[src/rtl/cache_mem_ctrl.sv]
// cache_mem_ctrl: miss-handling stage between the data cache and word-wide memory.
// Moves a dirty victim line out (write-back) and/or a missing line in (refill)
// as word-serial bursts, stalling the cache while a burst is in progress.
module cache_mem_ctrl #(
  parameter int BLOCK_SIZE = 16
) (
  input  logic                    clk,
  input  logic                    reset_n,
  input  logic                    cache_fill_req,
  input  logic                    cache_wb_req,
  input  logic [31:0]             fill_addr,
  input  logic [31:0]             wb_addr,
  input  logic [BLOCK_SIZE*8-1:0] wb_data,
  output logic                    cache_busy_wait,
  output logic                    fill_valid,
  output logic [BLOCK_SIZE*8-1:0] fill_data,
  output logic                    mem_read,
  output logic                    mem_write,
  output logic [29:0]             mem_address,
  output logic [31:0]             mem_writedata,
  input  logic [31:0]             mem_readdata,
  input  logic                    mem_ack
);

  localparam int WORDS    = BLOCK_SIZE / 4;
  localparam int OFF_BITS = $clog2(BLOCK_SIZE);
  localparam int CNT_W    = (WORDS > 1) ? $clog2(WORDS) : 1;

  localparam logic [1:0] S_IDLE = 2'd0;
  localparam logic [1:0] S_WB   = 2'd1;
  localparam logic [1:0] S_FILL = 2'd2;
  localparam logic [1:0] S_DONE = 2'd3;

  localparam logic [CNT_W-1:0] LAST_WORD = CNT_W'(WORDS - 1);

  // Clears the in-block word bits of a word address (byte bits [OFF_BITS-1:2]).
  localparam logic [29:0] BASE_MASK = ~30'((1 << (OFF_BITS - 2)) - 1);

  logic [1:0]              r_state;
  logic [CNT_W-1:0]        r_cnt;
  logic [29:0]             r_wb_base;
  logic [29:0]             r_fill_base;
  logic [BLOCK_SIZE*8-1:0] r_wb_data;
  logic [BLOCK_SIZE*8-1:0] r_fill_data;
  logic [31:0]             r_buf [WORDS];
  logic                    r_pend_fill;

  logic                    w_req;
  logic                    w_last;
  logic [31:0]             w_wb_word [WORDS];
  logic [BLOCK_SIZE*8-1:0] w_line;
  logic                    w_unused;

  assign w_req  = cache_fill_req | cache_wb_req;
  assign w_last = (r_cnt == LAST_WORD);

  // Byte-offset bits inside a word never reach the word-addressed memory.
  assign w_unused = ^{wb_addr[1:0], fill_addr[1:0]};

  // Split the latched victim line into words, and assemble the completed refill
  // line: the word arriving on the final ack bypasses the buffer.
  generate
    for (genvar gi = 0; gi < WORDS; gi++) begin : g_words
      assign w_wb_word[gi]        = r_wb_data[32*gi +: 32];
      assign w_line[32*gi +: 32]  = (r_cnt == CNT_W'(gi)) ? mem_readdata : r_buf[gi];
    end
  endgenerate

  assign fill_data = r_fill_data;

  // Memory-side request, stall and fill-valid decode from the current state.
  always_comb begin
    mem_read        = (r_state == S_FILL);
    mem_write       = (r_state == S_WB);
    mem_address     = '0;
    mem_writedata   = '0;
    if (r_state == S_WB) begin
      mem_address   = r_wb_base + 30'(r_cnt);
      mem_writedata = w_wb_word[r_cnt];
    end else if (r_state == S_FILL) begin
      mem_address   = r_fill_base + 30'(r_cnt);
    end
    fill_valid      = (r_state == S_DONE) && r_pend_fill;
    cache_busy_wait = reset_n && ((r_state == S_WB) || (r_state == S_FILL) ||
                                  ((r_state == S_IDLE) && w_req));
  end

  // Burst sequencer: latch request, walk the words on each ack, one DONE cycle.
  always_ff @(posedge clk) begin
    if (!reset_n) begin
      r_state     <= S_IDLE;
      r_cnt       <= '0;
      r_wb_base   <= '0;
      r_fill_base <= '0;
      r_wb_data   <= '0;
      r_fill_data <= '0;
      r_pend_fill <= 1'b0;
      for (int i = 0; i < WORDS; i++) begin
        r_buf[i] <= '0;
      end
    end else begin
      case (r_state)
        S_IDLE: begin
          if (w_req) begin
            r_wb_base   <= wb_addr[31:2] & BASE_MASK;
            r_fill_base <= fill_addr[31:2] & BASE_MASK;
            r_wb_data   <= wb_data;
            r_pend_fill <= cache_fill_req;
            r_cnt       <= '0;
            r_state     <= cache_wb_req ? S_WB : S_FILL;
          end
        end
        S_WB: begin
          if (mem_ack) begin
            if (w_last) begin
              r_cnt   <= '0;
              r_state <= r_pend_fill ? S_FILL : S_DONE;
            end else begin
              r_cnt   <= r_cnt + CNT_W'(1);
            end
          end
        end
        S_FILL: begin
          if (mem_ack) begin
            r_buf[r_cnt] <= mem_readdata;
            if (w_last) begin
              r_cnt       <= '0;
              r_fill_data <= w_line;
              r_state     <= S_DONE;
            end else begin
              r_cnt       <= r_cnt + CNT_W'(1);
            end
          end
        end
        default: begin
          r_state <= S_IDLE;
        end
      endcase
    end
  end

endmodule

[config.mk]
export PLATFORM = sky130hd
export DESIGN_NAME = cache_mem_ctrl
export DESIGN_NICKNAME = d
export VERILOG_FILES = /design/src/rtl/cache_mem_ctrl.sv
export SDC_FILE = /design/constraint.sdc
export NUM_CORES = 1
export LEC_CHECK = 0
export CAP_MARGIN = 30
export CORE_MARGIN = 4
export CORE_UTILIZATION = 44
export CTS_CLUSTER_SIZE = 20
export DETAILED_ROUTE_END_ITERATION = 10
export GPL_TIMING_DRIVEN = 1
export HOLD_SLACK_MARGIN = 0.08
export PLACE_DENSITY = 0.76
export RECOVER_POWER = 100
export SYNTH_ARGS = -nofsm -noshare
export SYNTH_HDL_FRONTEND = slang
export SYNTH_SLANG_ARGS = --single-unit
[constraint.sdc]
create_clock -name clk -period 2.3 [get_ports clk]
set_input_delay 0.23 -clock clk [delete_from_list [all_inputs] [get_ports clk]]
set_output_delay 0.23 -clock clk [all_outputs]
set_load 0.01 [all_outputs]
### After elaboration in Yosys (flattened, before gate mapping)

Memory sizes are Yosys's and may differ from the RTL's. A register that Yosys moved wholly into a read port is not among the register bits.
Index checks and enable logic that the tools add are counted.
W data, S select, Z words.

* register bits after elaboration: 317
* RAM bits: 128
* word-level logic and storage cells: 72
* memories: 1

* $add $sub $neg: 3
* $lt $le $gt $ge: 1
* equality and inequality tests: 12
* multiplexer cells: 29
* bitwise logic cells: 2
* reductions and logical operators: 17

Memories
* r_buf: depth 4, width 32, rd ports 3, clocked after memory_dff 3, write ports 4, RTL line 45 `logic [31:0] r_buf [WORDS];`

Operators with widths (number)
* $mux W32: 7
* $bmux W32 S2: 1
* $add A30 B2 Y30: 2
* $mux W30: 2
* $reduce_or A32 Y1: 1
* $mux W2: 10
* $ne A2 B1 Y1 const B: 5
* $eq A2 B2 Y1 const B: 4
* $mux W1: 7
* $pmux W2 S3: 1
* $reduce_and A3 Y1: 2
* $reduce_and A5 Y1: 1
* $eq A2 B1 Y1 const B: 2
* $logic_not A2 Y1: 2
* $pmux W2 S2: 1
* $ge A3 B3 Y1 const B: 1
* $logic_and A1 B1 Y1: 3
* $logic_not A1 Y1: 3
* $not A2 Y3: 1
* $add A2 B1 Y2 const B: 1
* $logic_or A1 B1 Y1: 2
* $ne A2 B2 Y1 const B: 1
* $reduce_and A2 Y1: 1
* $reduce_bool A2 Y1: 1
* other kinds (2): 2

### Depth between registers and ports, before layout

Gate-level depths: netlist (run 1).

* depth after elaboration: 6
* gate-level depth with buffers: 8
* mapped depth without buffers: 5

### Worst setup path after synthesis (run 1)

Ideal clock, no wire load.

* kind: reg-to-reg
* start point: reg r_state[0]
* end point: mem r_buf[1][0], enable pin
* library setup time: 0.394 ns
* arrival: 2.125 ns
* data required time: 1.906 ns
* setup slack: -0.219 ns
* cell stages (with the launch flop): 7
* cell sequence: dfxtp_1 -> inv_1 -> ha_1 -> buf_2 -> nand3_2 -> nor3b_4 -> nand2b_1

RTL lines
* start: declaration: RTL line 39 `logic [1:0] r_state;`
* start signal: assignment: RTL line 110 `r_state <= cache_wb_req ? S_WB : S_FILL;`
* start signal: assignment: RTL line 117 `r_state <= r_pend_fill ? S_FILL : S_DONE;`
* end: declaration: RTL line 45

### Final worst setup path (run 1)

* start point: reg r_cnt[1]
* end point: out mem_writedata[3]

* word-level cells in the longest chain between the ends: 5

RTL lines
* start: declaration: RTL line 40 `logic [CNT_W-1:0] r_cnt;`
* start signal: assignment: RTL line 119 `r_cnt <= r_cnt + CNT_W'(1);`
* start signal: assignment: RTL line 131 `r_cnt <= r_cnt + CNT_W'(1);`
* $not A2 Y3 (not written as such): RTL line 79 `mem_writedata = w_wb_word[r_cnt];`
* $bmux W32 S2: RTL line 79
* $mux W32 (not written as such) (2 in series): RTL line 79
* $mux W32: RTL line 77 `if (r_state == S_WB) begin`
* end: declaration: RTL line 20 `output logic [31:0] mem_writedata,`

No other way between the ends. The select of a mux whose other input is x is not followed.

==> results of run 1 <==
metrics by stage:
step | worst slack [ps] | setup TNS (ps) | power [mW] | hold slack, ps | std cells
floorplan | 124.0 | 0 | 11.26 | 366.0 | 1778
global placement | 137.9 | 0 | 12.65 | 437.9 | 2555
detailed placement | 144.4 | 0 | 12.77 | 445.6 | 2555
CTS | -150.9 | -704.5 | 19.89 | 217.0 | 2648
global route | -54.81 | -354.2 | 20.73 | 217.0 | 2647
finish | 33.59 | 0 | 19.81 | 246.1 | 2648
tightest hold or removal path: stages:
cell and delay [ps]:
clkdlybuf4s50_1 390, nand2_1 50, a21oi_1 50
layout make-up:
cell class / instances / area share [%]
sequential: 413 / 41.39
inverter: 5 / 0.1177
antenna: 2 / 0.02241
clock buffer: 62 / 5.968
multi-input combinational: 1224 / 28.02
clock inverter: 12 / 0.4987
timing repair buffer: 469 / 21.41
tap: 461 / 2.583
state kept, by name, indices dropped and copies added (netlist names):
name and flops:
r_state 2, r_wb_base 28, r_cnt 2, fill_data 128, r_pend_fill 1, r_fill_base 28, r_buf 96, r_wb_data 128
metal layers:
layer  global-route usage, %  share of wire [%]  vias to the layer above
li1                        -                  -                     6582
met1                   27.44                 39                     6457
met2                   39.12                 50                      511
met3                   6.137                8.6                       76
met4                   5.434                1.9                        6
met5                       0              0.086                        -
worst min path at each step:
stage | startpoint | endpoint | slack [ps] | depth (start not counted)
3_5_place_dp | r_wb_data[32] | r_wb_data[32] | 450 | 2
3_3_place_gp | r_wb_data[127] | r_wb_data[127] | 440 | 2
4_1_cts | wb_data[118] | r_wb_data[118] | 220 | 3
6_report | wb_data[118] | r_wb_data[118] | 250 | 3
5_1_grt | fill_addr[5] | r_fill_base[3] | 220 | 3
2_1_floorplan | wb_data[0] | r_wb_data[0] | 370 | 2
what timing repair did:
item / CTS / global route
pin swaps: 9 / 11
gates resized for setup: 196 / 52
setup buffers: 15 / 4
cloned: 4 / 0
setup endpoints to repair: 64 / 36
cells by family (layout without fill, tap and decap cells):
group | after synthesis | count (layout)
flip-flops | 413 | 413
other | 0 | 2
AND/OR/NAND/NOR | 829 | 829
adder cells (fa/ha/maj) | 6 | 6
AO/OA/AOI/OAI | 356 | 356
buffers and inverters | 141 | 548
multiplexers | 33 | 33
synthesized netlist by cell type, drive strengths merged:
| cell | n |
|---|---|
| clkbuf | 39 |
| and3 | 1 |
| a41o | 1 |
| o21a | 3 |
| a31oi | 1 |
| ha | 6 |
| or3b | 1 |
| nand3 | 2 |
| nand4 | 2 |
| nor3b | 3 |
| and2 | 129 |
| nand2 | 681 |
| nand2b | 4 |
| mux2i | 1 |
| a211oi | 1 |
| o2bb2ai | 1 |
| nor2b | 1 |
| buf | 97 |
| mux4 | 32 |
| a21o | 1 |
| edfxtp | 96 |
| a22oi | 1 |
| a21oi | 315 |
| o2111ai | 1 |
| nor3 | 1 |
| dfxtp | 317 |
| nor2 | 4 |
| inv | 5 |
| o21ai | 31 |
power by group:
part	internal, mW	total, mW	switching [mW]
sequential	8.28	8.72	0.432
clock	4.23	6.99	2.77
combinational	1.78	4.10	2.32
==> impl_metrics.tcl, run 1 <==
set metrics [dict create \
    status "completed" \
    ys_ff_latch 413 \
    hold_buffers 0 \
    relSlewSlack_pct 39.80 \
    drive_gt1_share_pct 10.71 \
    clock_path_buffers 3 \
    drv_cap 0 \
    yosysTopAreaCell "dfxtp_1" \
    cts.sinks 413 \
    holdCritPathClass "input port to flop" \
    io_pins 423 \
    drc 0 \
    synth_top_family_by_area "simple AND/OR/NAND/NOR gates" \
    start_kind "flop" \
    grt_pass1_vias 13480 \
    grt-ovfl-total 0 \
    fin_crit_ps 2266 \
    die_x_um 199.5 \
    start_util_pct 45.01 \
    track_usage_pct 22.31 \
    cts_tree "built" \
    synth_top_area_share_pct 39.35 \
    cp_cell_sequence "buf_12, buf_6, buf_12, mux4_2, and2_4, buf_6" \
    drt_iter0_markers 736 \
    cts_root_buffer "clkbuf_16" \
    crit_path_end_kind "primary output" \
    place_hpwl_mm 30.50 \
    reg2reg_from "r_state[1]" \
    design_area_mm2 0.02233 \
    rr_worst_depth 7 \
    rsz0062_at_grt "true" \
    vias 13630 \
    synth_warnings 0 \
    p_leak_nw 8.274 \
    netlist_area_mm2 0.01613 \
    htreeDepth 2 \
    final_common_cell "nand2_1" \
    synth.area.top_cells "dfxtp_1 39%, edfxtp_1 18%, nand2_1 16%" \
    max_freq_mhz 441.2 \
    cp_max_fo 6 \
    slowest_delay_ps 490 \
    crit_end "mem_writedata[3]" \
    crit_type "flop to primary output" \
    gp_congestion 0.8723 \
    period_share_pct 98.54 \
    multi_input_area_mm2 0.006256 \
    drtAntennaViolNets 0 \
    syn-num-nets 2013 \
    layout_common_cells "681 x nand2_1, 350 x clkdlybuf4s50_1, 315 x a21oi_1" \
    wirelength_mm 46.72 \
    crit_cells 6 \
    cp_top_family "multiplexers" \
    clock_skew_ps 15.57 \
    worst-path-buf-inv 4 \
    crit_start "r_cnt[1]" \
    synthToLayoutAreaGrowth_pct 38.45 \
    yosysSeqAreaShare_pct 57.22 \
    regToRegSetupSlack_ps 260 \
    setup_violations 0 \
    ir_worst_vdd_mv 0.5922 \
    synthAdderAreaFrac_pct 0.4655 \
    fin_nets 2390 \
    clk_latency_ps 530 \
    yosys.area_share.xor_xnor_pct 0 \
    grt_max_degree 181 \
    vias_per_cell 5.148 \
    fillCellCount 2983 \
    grt_pass1_wl_mm 71.19 \
    post_drt_wl_per_cell_um 17.64 \
    powerDensity_mw_per_mm2 887.1 \
    dpl_cell_area_mm2 0.02067 \
    core_area_mm2 0.03583 \
    synth.area.mux_share_pct 4.531 \
    drv_slew 0 \
    utilization_pct 62.32 \
    drt_pre_antenna_iters 7 \
    required_ps 2070 \
    rows 69 \
    synth_compound_area_share_pct 11.26 \
    numCtsBuffers 42 \
    hold_violations 0 \
    die_area_mm2 0.03978 \
    tightest_slew_ps 903.0 \
    clkSlewWorstSetupHoldPaths_ps 60 \
    cp_slowest_cell "mux4_2" \
    r2r-end "r_wb_data[23]" \
    numPortBuffers 414 \
    regArea_mm2 0.009241 \
    synth.avg_cell_area_um2 9.071 \
    critPathArrivalTime_ps 2040 \
    netlist_instances 1778 \
    antenna_found_initial 4 \
    synth_cell_types 37 \
    dieHeight_um 199.5 \
    synth_simple_gate_area_share_pct 21.71 \
]
No activity file was read; power rests on OpenSTA's default activity.
==> run 2, diff against run 1 <==
Settings changed: CORE_UTILIZATION 44 to 53, PLACE_DENSITY 0.76 to 0.86, SKIP_LAST_GASP from default to 1.
Clock period 2.3 ns to 2.95 ns, I/O delays scaled along.
==> impl_metrics.tcl, run 2 (synthesis results as in run 1) <==
set metrics [dict create \
    p_sw_mw 4.196 \
    clkSlewWorstSetupHoldPaths_ps 60 \
    crit_path_end_kind "primary output" \
    setup_violations 0 \
    place_hpwl_mm 29.54 \
    vias_per_cell 5.433 \
    start_kind "flop" \
    fin_nets 2360 \
    regArea_mm2 0.009236 \
    die_x_um 182.4 \
    drv_slew 0 \
    crit_start "r_state[1]" \
    final_cells 2552 \
    grt_pass1_wl_mm 70.23 \
    holdWs_ps 306.9 \
    power_mw 14.91 \
    p_leak_nw 8.287 \
    ir_worst_vdd_mv 0.6096 \
    required_ps 2650 \
    use_met2_pct 46.18 \
    crit_type "flop to primary output" \
    drive_gt1_share_pct 6.068 \
    pre_cts_ws_ps 422.7 \
    dieHeight_um 182.4 \
    holdCritPathClass "input port to flop" \
    vias 13860 \
    rows 63 \
    grt-ovfl-total 0 \
    drtAntennaViolNets 0 \
    crit_end "mem_address[24]" \
    post_drt_wl_per_cell_um 17.82 \
    status "completed" \
    numCtsBuffers 42 \
    grt_pass1_vias 13630 \
    drc 0 \
    rsz0062_at_grt "false" \
    hold_violations 0 \
    start_util_pct 54.13 \
    grt_max_degree 185 \
    r2r-end "r_buf[1][27]" \
    numPortBuffers 414 \
    hold_buffers 0 \
    cts_tree "built" \
    drt_pre_antenna_iters 7 \
    period_share_pct 96.04 \
    cts_root_buffer "clkbuf_16" \
    fillCellCount 2037 \
    layout_common_cells "681 x nand2_1, 315 x a21oi_1, 315 x dfxtp_1" \
    tightest_slew_ps 1319 \
    max_freq_mhz 353.0 \
    regToRegSetupSlack_ps 310 \
    reg2reg_from "r_state[0]" \
    gp_congestion 0.9007 \
    synthToLayoutAreaGrowth_pct 34.57 \
    clkPwrFrac_pct 35.0 \
    io_pins 423 \
    dp.cells 2471 \
    clock_skew_ps 12.19 \
    seqPwrFrac_pct 45.8 \
    grtUsageMet3_pct 7.036 \
    p_comb_share_pct 19.2 \
    powerDensity_mw_per_mm2 686.9 \
    sw_frac_of_total_pct 28.14 \
    wirelength_mm 45.48 \
    top_usage_layer "met2" \
    clock_path_buffers 3 \
    cts.sinks 413 \
    multi_input_area_mm2 0.006136 \
    setup_slack_ps 116.9 \
    fin_crit_ps 2833 \
    htreeDepth 2 \
    critPathArrivalTime_ps 2540 \
    grt_util_met1_pct 29.80 \
    core_area_mm2 0.02980 \
    track_usage_pct 25.91 \
    cp_max_fo 31 \
    drv_cap 0 \
    final_common_cell "nand2_1" \
    die_area_mm2 0.03328 \
    antenna_found_initial 4 \
    relSlewSlack_pct 12.05 \
    rr_worst_depth 7 \
    tns_ps 0 \
    drt_iter0_markers 1077 \
    power.internal_mw 10.71 \
    clk_latency_ps 520 \
]
==> run 2: changes by cell type in the layout (fill, tap and decap cells not counted), moves of 4 or more <==
cell | previous run | this run
buf_4 | 26 | 6
and2_0 | 0 | 43
and2_1 | 111 | 86
o21ai_1 | 4 | 0
dlygate4sd2_1 | 23 | 0
clkbuf_16 | 47 | 43
buf_6 | 21 | 1
dlygate4sd3_1 | 0 | 154
clkbuf_1 | 5 | 14
and2_4 | 18 | 0
buf_2 | 14 | 0
o21ai_0 | 24 | 30
clkdlybuf4s50_1 | 350 | 260
buf_12 | 20 | 9
==> run 2: area by class of cell <==
cell class / instances / share of cell area (%)
Multi-Input combinational cell: 1224 / 28.27
Antenna cell: 3 / 0.03459
Tap cell: 390 / 2.248
Inverter: 5 / 0.1211
Sequential cell: 413 / 42.56
Timing Repair Buffer: 439 / 20.42
Clock buffer: 67 / 5.880
Clock inverter: 11 / 0.4670
==> run 2: how the worst min path moves through the flow <==
stage                            to  cells after the start  slack, ps     startpoint
floorplan              r_wb_data[0]                      2        430     wb_data[0]
global placement      r_wb_data[95]                      2        440  r_wb_data[95]
detailed placement    r_wb_data[44]                      2        440  r_wb_data[44]
CTS                   r_wb_data[55]                      3        290    wb_data[55]
global route        r_fill_base[23]                      3        300  fill_addr[25]
finish                r_wb_data[55]                      3        310    wb_data[55]
==> run 2: metrics by stage <==
stage / util [%] / cell area [um^2]
final: 72.84 / 21700
after global routing: 72.84 / 21700
after CTS: 73.08 / 21780
after detailed placement: 68.45 / 20400
after global placement: 68.45 / 20400
after floorplan: - / 16130
==> run 2: power groups by stage <==
| stage | Combinational, mW | Clock (mW) | Sequential (mW) |
|---|---|---|---|
| after floorplan | 2.00 | 0 | 6.79 |
| after global placement | 2.79 | 0 | 6.89 |
| after detailed placement | 2.87 | 0 | 6.93 |
| after CTS | 2.90 | 5.28 | 6.82 |
| after global routing | 3.15 | 5.51 | 6.89 |
| final | 2.87 | 5.21 | 6.83 |
==> run 2: repair_timing <==
item | in CTS | in global routing
gates resized for setup | 1 | 1
buffers inserted | 0 | 0
endpoints found under the setup margin | 20 | 2
==> run 2: critical path, stage by stage, from the launching register on <==
cell and delay [ps]:
dfxtp_1 340, inv_1 110, ha_2 340, buf_4 370
nand2_1 90, o21ai_0 110, dlygate4sd3_1 640
==> run 2: per-layer routing <==
layer,routed length [um],up-vias
met2,22970,609
li1,-,6533
met5,19,-
met1,16710,6614
met4,1598,2
met3,4178,106
